<file path="src/rtl/xbar_ingress_requester_if.sv">
// Bundle of all signals between the xbar ingress requester and its neighbours:
// the descriptor source, the payload source, the arbiter row and the crossbar.
interface xbar_ingress_requester_if #(
    parameter int DW = 8
);
    logic          desc_valid;
    logic [1:0]    desc_addr;
    logic [3:0]    desc_len;
    logic          desc_ready;
    logic          din_valid;
    logic [DW-1:0] din_data;
    logic          din_ready;
    logic          req;
    logic [1:0]    addr;
    logic          grant;
    logic          out_blocked;
    logic          x_valid;
    logic [DW-1:0] x_data;
    logic          x_last;
    logic          starve;

    // The requester itself.
    modport master (
        input  desc_valid, desc_addr, desc_len, din_valid, din_data, grant, out_blocked,
        output desc_ready, din_ready, req, addr, x_valid, x_data, x_last, starve
    );

    // The surrounding environment (sources, arbiter, crossbar).
    modport slave (
        output desc_valid, desc_addr, desc_len, din_valid, din_data, grant, out_blocked,
        input  desc_ready, din_ready, req, addr, x_valid, x_data, x_last, starve
    );
endinterface

</file>
<file path="src/rtl/xbar_ingress_requester.sv">
// Crossbar ingress requester: queues packet descriptors, requests an output port
// from the wavefront arbiter and streams the payload beats while the crosspoint is held.
module xbar_ingress_requester #(
    parameter int          DW           = 8,
    parameter int          DEPTH        = 4,
    parameter int unsigned STARVE_LIMIT = 15
) (
    input  logic clk,
    input  logic reset,
    xbar_ingress_requester_if.master bus
);
    // DEPTH must be a power of two (>= 2) so the pointers wrap naturally.
    localparam int AW = (DEPTH > 1) ? $clog2(DEPTH) : 1;
    localparam int CW = AW + 1;

    typedef enum logic [1:0] {
        IDLE,
        REQ,
        XFER,
        DONE
    } state_e;

    typedef struct packed {
        logic [1:0] addr;
        logic [3:0] len;
    } desc_t;

    state_e        state;
    state_e        state_nxt;
    desc_t         fifo_mem [DEPTH];
    logic [AW-1:0] wr_ptr;
    logic [AW-1:0] rd_ptr;
    logic [CW-1:0] count;
    logic [1:0]    addr_reg;
    logic [3:0]    len_reg;
    logic [3:0]    beat_cnt;
    logic [3:0]    wait_cnt;
    logic [DW-1:0] x_data_q;
    logic          full;
    logic          empty;
    logic          push;
    logic          pop;
    logic          beat;

    assign full  = (count == CW'(DEPTH));
    assign empty = (count == '0);
    assign push  = bus.desc_valid & ~full;
    assign pop   = (state == IDLE) & ~empty;

    // NOTE: sequential state is updated with non-blocking assignments only.
    always_ff @(posedge clk) begin
        if (reset) begin
            state <= IDLE;
        end else begin
            state <= state_nxt;
        end
    end

    always_comb begin
        // NOTE: defaults first so that no path through the case infers a latch.
        state_nxt = state;
        bus.req   = 1'b0;
        case (state)
            IDLE: begin
                if (!empty) state_nxt = REQ;
            end
            REQ: begin
                bus.req = 1'b1;
                if (bus.grant && !bus.out_blocked) state_nxt = XFER;
            end
            XFER: begin
                bus.req = 1'b1;
                if (beat && (beat_cnt == len_reg)) state_nxt = DONE;
            end
            DONE: begin
                state_nxt = IDLE;
            end
            default: state_nxt = IDLE;
        endcase
    end

    // A beat moves only while the crosspoint is granted and the port is free;
    // the reset cycle itself never emits a beat.
    assign beat           = (state == XFER) & bus.din_valid & ~bus.out_blocked & bus.grant & ~reset;
    assign bus.din_ready  = beat;
    assign bus.x_valid    = beat;
    assign bus.x_last     = beat & (beat_cnt == len_reg);
    assign bus.x_data     = (state == XFER) ? bus.din_data : x_data_q;
    assign bus.addr       = bus.req ? addr_reg : 2'd0;
    assign bus.desc_ready = ~full;
    assign bus.starve     = ({28'd0, wait_cnt} >= STARVE_LIMIT);

    // NOTE: descriptor storage is not reset; count and pointers alone define which entries are live.
    always_ff @(posedge clk) begin
        if (push) fifo_mem[wr_ptr] <= desc_t'{addr: bus.desc_addr, len: bus.desc_len};
    end

    always_ff @(posedge clk) begin
        if (reset) begin
            wr_ptr <= '0;
            rd_ptr <= '0;
            count  <= '0;
        end else begin
            if (push) wr_ptr <= wr_ptr + 1'b1;
            if (pop)  rd_ptr <= rd_ptr + 1'b1;
            case ({push, pop})
                2'b10:   count <= count + 1'b1;
                2'b01:   count <= count - 1'b1;
                default: count <= count;
            endcase
        end
    end

    always_ff @(posedge clk) begin
        if (reset) begin
            addr_reg <= '0;
            len_reg  <= '0;
            beat_cnt <= '0;
            wait_cnt <= '0;
            x_data_q <= '0;
        end else begin
            if (pop) begin
                addr_reg <= fifo_mem[rd_ptr].addr;
                len_reg  <= fifo_mem[rd_ptr].len;
            end
            if (state == REQ)  beat_cnt <= '0;
            else if (beat)     beat_cnt <= beat_cnt + 1'b1;
            // Grant with a blocked port keeps us in REQ without counting a wait.
            if (state == REQ && state_nxt != REQ) begin
                wait_cnt <= '0;
            end else if (state == REQ && !bus.grant && wait_cnt != 4'hF) begin
                wait_cnt <= wait_cnt + 1'b1;
            end
            if (state == XFER) x_data_q <= bus.din_data;
        end
    end
endmodule

</file>
<file path="src/flat_wrapper.sv">
// flat-port wrapper written by rule: the top's interface ports become plain ports
module xbar_ingress_requester_flat 
#(
    parameter int          DW           = 8,
    parameter int          DEPTH        = 4,
    parameter int unsigned STARVE_LIMIT = 15
)
  (clk, reset, bus_desc_valid, bus_desc_addr, bus_desc_len, bus_din_valid, bus_din_data, bus_grant, bus_out_blocked, bus_desc_ready, bus_din_ready, bus_req, bus_addr, bus_x_valid, bus_x_data, bus_x_last, bus_starve);
  xbar_ingress_requester_if #(.DW(DW)) bus_i ();
  input  logic clk;
  input  logic reset;
  input wire logic [$bits(bus_i.desc_valid)-1:0] bus_desc_valid;
  input wire logic [$bits(bus_i.desc_addr)-1:0] bus_desc_addr;
  input wire logic [$bits(bus_i.desc_len)-1:0] bus_desc_len;
  input wire logic [$bits(bus_i.din_valid)-1:0] bus_din_valid;
  input wire logic [$bits(bus_i.din_data)-1:0] bus_din_data;
  input wire logic [$bits(bus_i.grant)-1:0] bus_grant;
  input wire logic [$bits(bus_i.out_blocked)-1:0] bus_out_blocked;
  output wire logic [$bits(bus_i.desc_ready)-1:0] bus_desc_ready;
  output wire logic [$bits(bus_i.din_ready)-1:0] bus_din_ready;
  output wire logic [$bits(bus_i.req)-1:0] bus_req;
  output wire logic [$bits(bus_i.addr)-1:0] bus_addr;
  output wire logic [$bits(bus_i.x_valid)-1:0] bus_x_valid;
  output wire logic [$bits(bus_i.x_data)-1:0] bus_x_data;
  output wire logic [$bits(bus_i.x_last)-1:0] bus_x_last;
  output wire logic [$bits(bus_i.starve)-1:0] bus_starve;
  assign bus_i.desc_valid = bus_desc_valid;
  assign bus_i.desc_addr = bus_desc_addr;
  assign bus_i.desc_len = bus_desc_len;
  assign bus_i.din_valid = bus_din_valid;
  assign bus_i.din_data = bus_din_data;
  assign bus_i.grant = bus_grant;
  assign bus_i.out_blocked = bus_out_blocked;
  assign bus_desc_ready = bus_i.desc_ready;
  assign bus_din_ready = bus_i.din_ready;
  assign bus_req = bus_i.req;
  assign bus_addr = bus_i.addr;
  assign bus_x_valid = bus_i.x_valid;
  assign bus_x_data = bus_i.x_data;
  assign bus_x_last = bus_i.x_last;
  assign bus_starve = bus_i.starve;
  xbar_ingress_requester #(.DW(DW), .DEPTH(DEPTH), .STARVE_LIMIT(STARVE_LIMIT)) u_core (.clk(clk), .reset(reset), .bus(bus_i));
endmodule
</file>
<file path="config.mk">
export PLATFORM = sky130hd
export DESIGN_NAME = xbar_ingress_requester_flat
export DESIGN_NICKNAME = d
export VERILOG_FILES = /design/src/rtl/xbar_ingress_requester_if.sv /design/src/rtl/xbar_ingress_requester.sv /design/src/flat_wrapper.sv
export SDC_FILE = /design/constraint.sdc
export NUM_CORES = 1
export LEC_CHECK = 0
export ABC_AREA = 1
export CORE_UTILIZATION = 45
export CTS_BUF_LIST = sky130_fd_sc_hd__clkbuf_8
export DETAILED_ROUTE_END_ITERATION = 12
export PLACE_DENSITY_LB_ADDON = 0.05
export SKIP_CTS_REPAIR_TIMING = 1
export SLEW_MARGIN = 0
export SYNTH_ARGS = -nofsm -noshare
export SYNTH_HDL_FRONTEND = slang
export SYNTH_SLANG_ARGS = --single-unit
export TNS_END_PERCENT = 100
</file>
<file path="constraint.sdc">
create_clock -name clk -period 3.1 [get_ports clk]
set_input_delay 0.465 -clock clk [delete_from_list [all_inputs] [get_ports clk]]
set_output_delay 0.465 -clock clk [all_outputs]
set_load 0.005 [all_outputs]
</file>
==> impl_metrics.ini, run 1 <==
[sta]
finalCriticalPeriod_ns = 2.75
clock.fmax_ghz = 0.363
fin_crit_sh = 0.888
tightest_slew_ns = 0.597
setup_violations = 0
clock_skew_ns = 0.00541
fin_tns_setup_ns = 0
slew-limit-headroom = 0.601
slew_viol_final = 0
setup_slack_ns = 0.347
rsz0062_at_grt = false
final-hold-violation-count = 0

[hold_path]
hp-class = register to register

[placed_design]
post-place-ws_ns = 0.618
gp_congestion = 0.740
place_area_um2 = 2860
placedCellCount = 375
numPortBuffers = 35
dp_hpwl_um = 3030

[power_and_ir_drop]
leakage_nw = 1.19
powerDensity_nw_per_um2 = 667
vdd_drop_max_mv = 0.347
total_power_mw = 1.96

[logic_synthesis]
yosys-top-cells-area = edfxtp_1 29%, dfxtp_1 25%, nand2_1 7.8%, o21ai_0 5.9%, inv_1 5.7%
syn-num-nets = 308
ys_ff_latch = 55
syn_inst = 276
yosysTopAreaCellShare = 0.294
synth_area_per_cell_um2 = 8.88
synth_warnings = 0
ys_seq_area_frac = 0.547
yosys.cell_types.count = 27
synth_top_area_cell = edfxtp_1
mappedNetlistArea_um2 = 2450

[cells_and_area]
areaGrowthSynthToFinish_pct = 20.0
largest_reg_flops = 24
diodes = 0
top_register = u_core.fifo_mem
fin_area_um2 = 2940
seqCellArea_um2 = 1340
fin_cells = 383
multiInputGateArea_um2 = 925
reg_top3 = u_core.fifo_mem x24, u_core.x_data_q x8
final_common_cell = nand2_1
drive_gt1_frac = 0.0479
mostFrequentLayoutCells = 51 x nand2_1, 37 x inv_1, 35 x clkdlybuf4s50_1, 33 x nor2_1, 31 x dfxtp_1
final_nets = 344
nFillCells = 458

[clock_tree]
clock_sinks = 55
cts_inserted_buffers = 5
cts_tree = built
cts_root_buf = clkbuf_8
clk_pin_slew_ns = 0.09
h-tree-depth = 2
clkLatencyLatePin_ns = 0.30
cts_buffer_depth = 2

[routing]
dr.pass1.iters = 4
via_count = 1806
route.antenna.remaining_nets = 0
post_drt_wl_per_cell_um = 11.0
drc = 0
first_iter_violations = 92
routed_wl_um = 4230
vias_per_cell = 4.72

[worst_setup_path]
path_max_fanout = 11
r2r-start = u_core.state[0]$_SDFF_PP0_
rr_worst_depth = 11
critPathLaunchType = register
crit_type = register to primary output
worstSetupEndpoint = bus_x_last
startpoint = u_core.state[0]$_SDFF_PP0_
reg2reg_slack_ns = 0.91
regToRegEndpoint = u_core.count[2]$_SDFFE_PP0P_
arrival_ns = 2.29
end_kind = primary output
required_ns = 2.63

[floorplanning]
rows = 26
core_um2 = 5170
initial_core_util = 0.474
die_area_um2 = 5750
die_w_um = 75.8
die_y_um = 75.8
io_pins = 36

[grt]
antenna_found_initial = 0
grt_start_max_net_pins = 17
track_usage = 0.157
grt_pass1_vias = 1515
grt_pass1_wl_um = 6630
grt-ovfl-total = 0

[flow_run]
maxCapViolations = 0

[run_status]
status = completed
-- power by group --
group / leakage (nW) / switching [mW] / internal (mW)
clock network: 0.0400 / 0.218 / 0.154
logic: 0.674 / 0.379 / 0.258
registers: 0.473 / 0.0840 / 0.869
total: 1.19 / 0.680 / 1.28
-- synth_stat cells --
cell      instances
clkbuf_8          1
clkbuf_1          4
o21ai_1           1
nor2_2            1
xnor2_1           1
o21ai_0          29
nand3_2           2
fa_1              1
nor3_1            1
ha_1             11
nor3_4            1
buf_4             1
a31oi_1           8
dfxtp_1          31
nand3_1           4
inv_1            37
xor2_1            1
buf_2             2
a22oi_1           1
nand2_2           1
a21oi_1          25
a21boi_0          1
nor2_1           33
nand2_1          51
a21o_1            1
nand4_1           2
edfxtp_1         24
-- final cells by class --
type / count / area share
multi-input cells: 176 / 0.314
clock buffers: 5 / 0.0234
well taps: 70 / 0.0298
flip-flops and latches: 55 / 0.456
inverters: 37 / 0.0472
clock inverters: 3 / 0.00510
repair buffers: 37 / 0.124
-- cells by family after synthesis --
kind of cell,share of synthesized area
and+or+nand+nor,0.164
AOI/OAI and AO/OA,0.142
DFF,0.547
buffers and inverters,0.0755
adders and majority gates,0.0643
xor gates and xnor gates,0.00715
-- worst min-delay path by stage --
stage                                              from                             to  slack, ns  depth (start not counted)
final                     u_core.x_data_q[2]$_SDFF_PP0_  u_core.x_data_q[2]$_SDFF_PP0_       0.48                          2
after global routing      u_core.x_data_q[4]$_SDFF_PP0_  u_core.x_data_q[4]$_SDFF_PP0_       0.49                          2
after CTS                 u_core.x_data_q[4]$_SDFF_PP0_  u_core.x_data_q[4]$_SDFF_PP0_       0.48                          2
after detailed placement  u_core.x_data_q[4]$_SDFF_PP0_  u_core.x_data_q[4]$_SDFF_PP0_       0.47                          2
after global placement     u_core.count[0]$_SDFFE_PP0P_   u_core.count[0]$_SDFFE_PP0P_       0.45                          1
after floorplan            u_core.count[0]$_SDFFE_PP0P_   u_core.count[0]$_SDFFE_PP0P_       0.44                          1
-- per-stage QoR --
step / util / hold WS (ns)
final: 0.569 / 0.475
after detailed placement: 0.552 / 0.465
after CTS: 0.569 / 0.479
after global routing: 0.569 / 0.491
after floorplan: - / 0.444
after global placement: 0.552 / 0.455
-- layer usage --
layer,routed length (um),global-route usage,part of all wire,vias up
li1,-,-,-,984
met1,2070,0.186,0.49,779
met2,1930,0.274,0.46,38
met3,186,0.0397,0.044,5
met4,42,0.0556,0.0099,0
met5,0,0,0,-
-- critical path, cell delays in order (launching register included) --
cell	delay [ns]
dfxtp_1	0.33
inv_1	0.14
ha_1	0.42
nand2_2	0.11
nor3_4	0.31
nand3_2	0.12
inv_1	0.07
clkdlybuf4s50_1	0.48
No activity file was read; power rests on OpenSTA's default activity.
==> inputs of run 2 (changes only) <==
==> constraint.sdc (replaced) <==
create_clock -name clk -period 3.1 [get_ports clk]
set_input_delay 0.31 -clock clk [delete_from_list [all_inputs] [get_ports clk]]
set_output_delay 0.31 -clock clk [all_outputs]
set_load 0.005 [all_outputs]
==> impl_metrics.ini, run 2 (synthesis results as in run 1) <==
[sta]
slew_viol_final = 0
clock.fmax_ghz = 0.382
fin_crit_sh = 0.844
fin_tns_setup_ns = 0
rsz0062_at_grt = false
setup_violations = 0
finalCriticalPeriod_ns = 2.62
whs_ns = 0.475
clock_skew_ns = 0.00524
slew-limit-headroom = 0.572
final-hold-violation-count = 0
tightest_slew_ns = 0.640

[grt]
grt_start_max_net_pins = 18
grtUsageMet1 = 0.194
track_usage = 0.165
antenna_found_initial = 0
use_met3 = 0.0278
busiest_layer = met2
use_met2 = 0.293
grt-ovfl-total = 0
grt_pass1_wl_um = 6940
grt_pass1_vias = 1634

[power_and_ir_drop]
vdd_drop_max_mv = 0.404
leakage_nw = 1.21
powerDensity_nw_per_um2 = 713

[cells_and_area]
largest_reg_flops = 24
reg_top3 = u_core.fifo_mem x24, u_core.x_data_q x8
final_nets = 343
mostFrequentLayoutCells = 51 x nand2_1, 37 x inv_1, 35 x clkdlybuf4s50_1, 33 x nor2_1, 31 x dfxtp_1
final_common_cell = nand2_1
areaGrowthSynthToFinish_pct = 21.8
diodes = 0
top_register = u_core.fifo_mem
drive_gt1_frac = 0.0449

[clock_tree]
clock_sinks = 55
clkLatencyLatePin_ns = 0.30
clk_pin_slew_ns = 0.09
h-tree-depth = 2
cts_inserted_buffers = 5
cts_tree = built
cts_buffer_depth = 2
cts_root_buf = clkbuf_8

[routing]
post_drt_wl_per_cell_um = 11.0
via_count = 1783
routed_wl_um = 4220
dr.pass1.iters = 4
first_iter_violations = 100
route.antenna.remaining_nets = 0
drc = 0
vias_per_cell = 4.67

[floorplanning]
die_area_um2 = 5750
initial_core_util = 0.474
io_pins = 36
die_y_um = 75.8
core_um2 = 5170
rows = 26
die_w_um = 75.8

[worst_setup_path]
arrival_ns = 2.31
critPathLaunchType = register
crit_type = register to primary output
end_kind = primary output
path_max_fanout = 11
required_ns = 2.79

[placed_design]
numPortBuffers = 35
gp_congestion = 0.765
dp_hpwl_um = 3040

[run_status]
status = completed

[flow_run]
maxCapViolations = 0

[hold_path]
hp-class = register to register
## run 2: cell types whose count changed in the layout (fill, tap and decap cells not counted), sizes merged
cell | before | now
bufinv | 0 | 2
clkinv | 1 | 0
clkinvlp | 2 | 1
buf | 2 | 1
## run 2: power breakdown
group	total, mW	internal [mW]	switching, mW
Clock	0.544	0.322	0.222
Sequential	0.954	0.869	0.0848
Combinational	0.632	0.257	0.375
Total	2.13	1.45	0.682
## run 2: metrics by stage
| step | total power [mW] | instances | util | setup WS, ns | instance area, um^2 |
|---|---|---|---|---|---|
| 3_5_place_dp | 1.61 | 374 | 0.551 | 0.706 | 2850 |
| 3_3_place_gp | 1.60 | 374 | 0.551 | 0.739 | 2850 |
| 6_report | 2.13 | 382 | 0.577 | 0.484 | 2990 |
| 2_1_floorplan | 1.40 | 276 | - | 0.840 | 2450 |
| 4_1_cts | 2.16 | 382 | 0.577 | 0.444 | 2990 |
| 5_1_grt | 2.30 | 382 | 0.577 | 0.292 | 2990 |
## run 2: final cells by class
class / count / area [um^2]
inverter: 37 / 139
clock buffer: 5 / 68.8
tap: 70 / 87.6
sequential: 55 / 1340
timing repair buffer: 36 / 358
clock inverter: 3 / 67.6
fill: 468 / 2190
multi-input combinational: 176 / 925
## run 2: layer usage
metal	routed length (um)	vias to the layer above
met1	1950	765
met3	155	7
met5	0	-
li1	-	977
met2	2040	34
met4	74	0
## run 2: path summary, 6_finish.rpt
kind                                                     from                            end  slack [ns]  depth (start not counted)
worst max-delay path               u_core.state[0]$_SDFF_PP0_                     bus_x_last        0.48                          7
worst min-delay path            u_core.x_data_q[0]$_SDFF_PP0_  u_core.x_data_q[0]$_SDFF_PP0_        0.47                          2
worst max register to register     u_core.state[0]$_SDFF_PP0_   u_core.count[2]$_SDFFE_PP0P_        0.75                         12
worst min register to register  u_core.x_data_q[0]$_SDFF_PP0_  u_core.x_data_q[0]$_SDFF_PP0_        0.47                          2
## run 2: critical path: stages (launching register included)
cell             delay, ns
dfxtp_1               0.34
inv_1                 0.14
ha_1                  0.42
nand2_2               0.11
nor3_4                0.32
nand3_2               0.12
inv_1                 0.06
clkdlybuf4s50_1       0.48
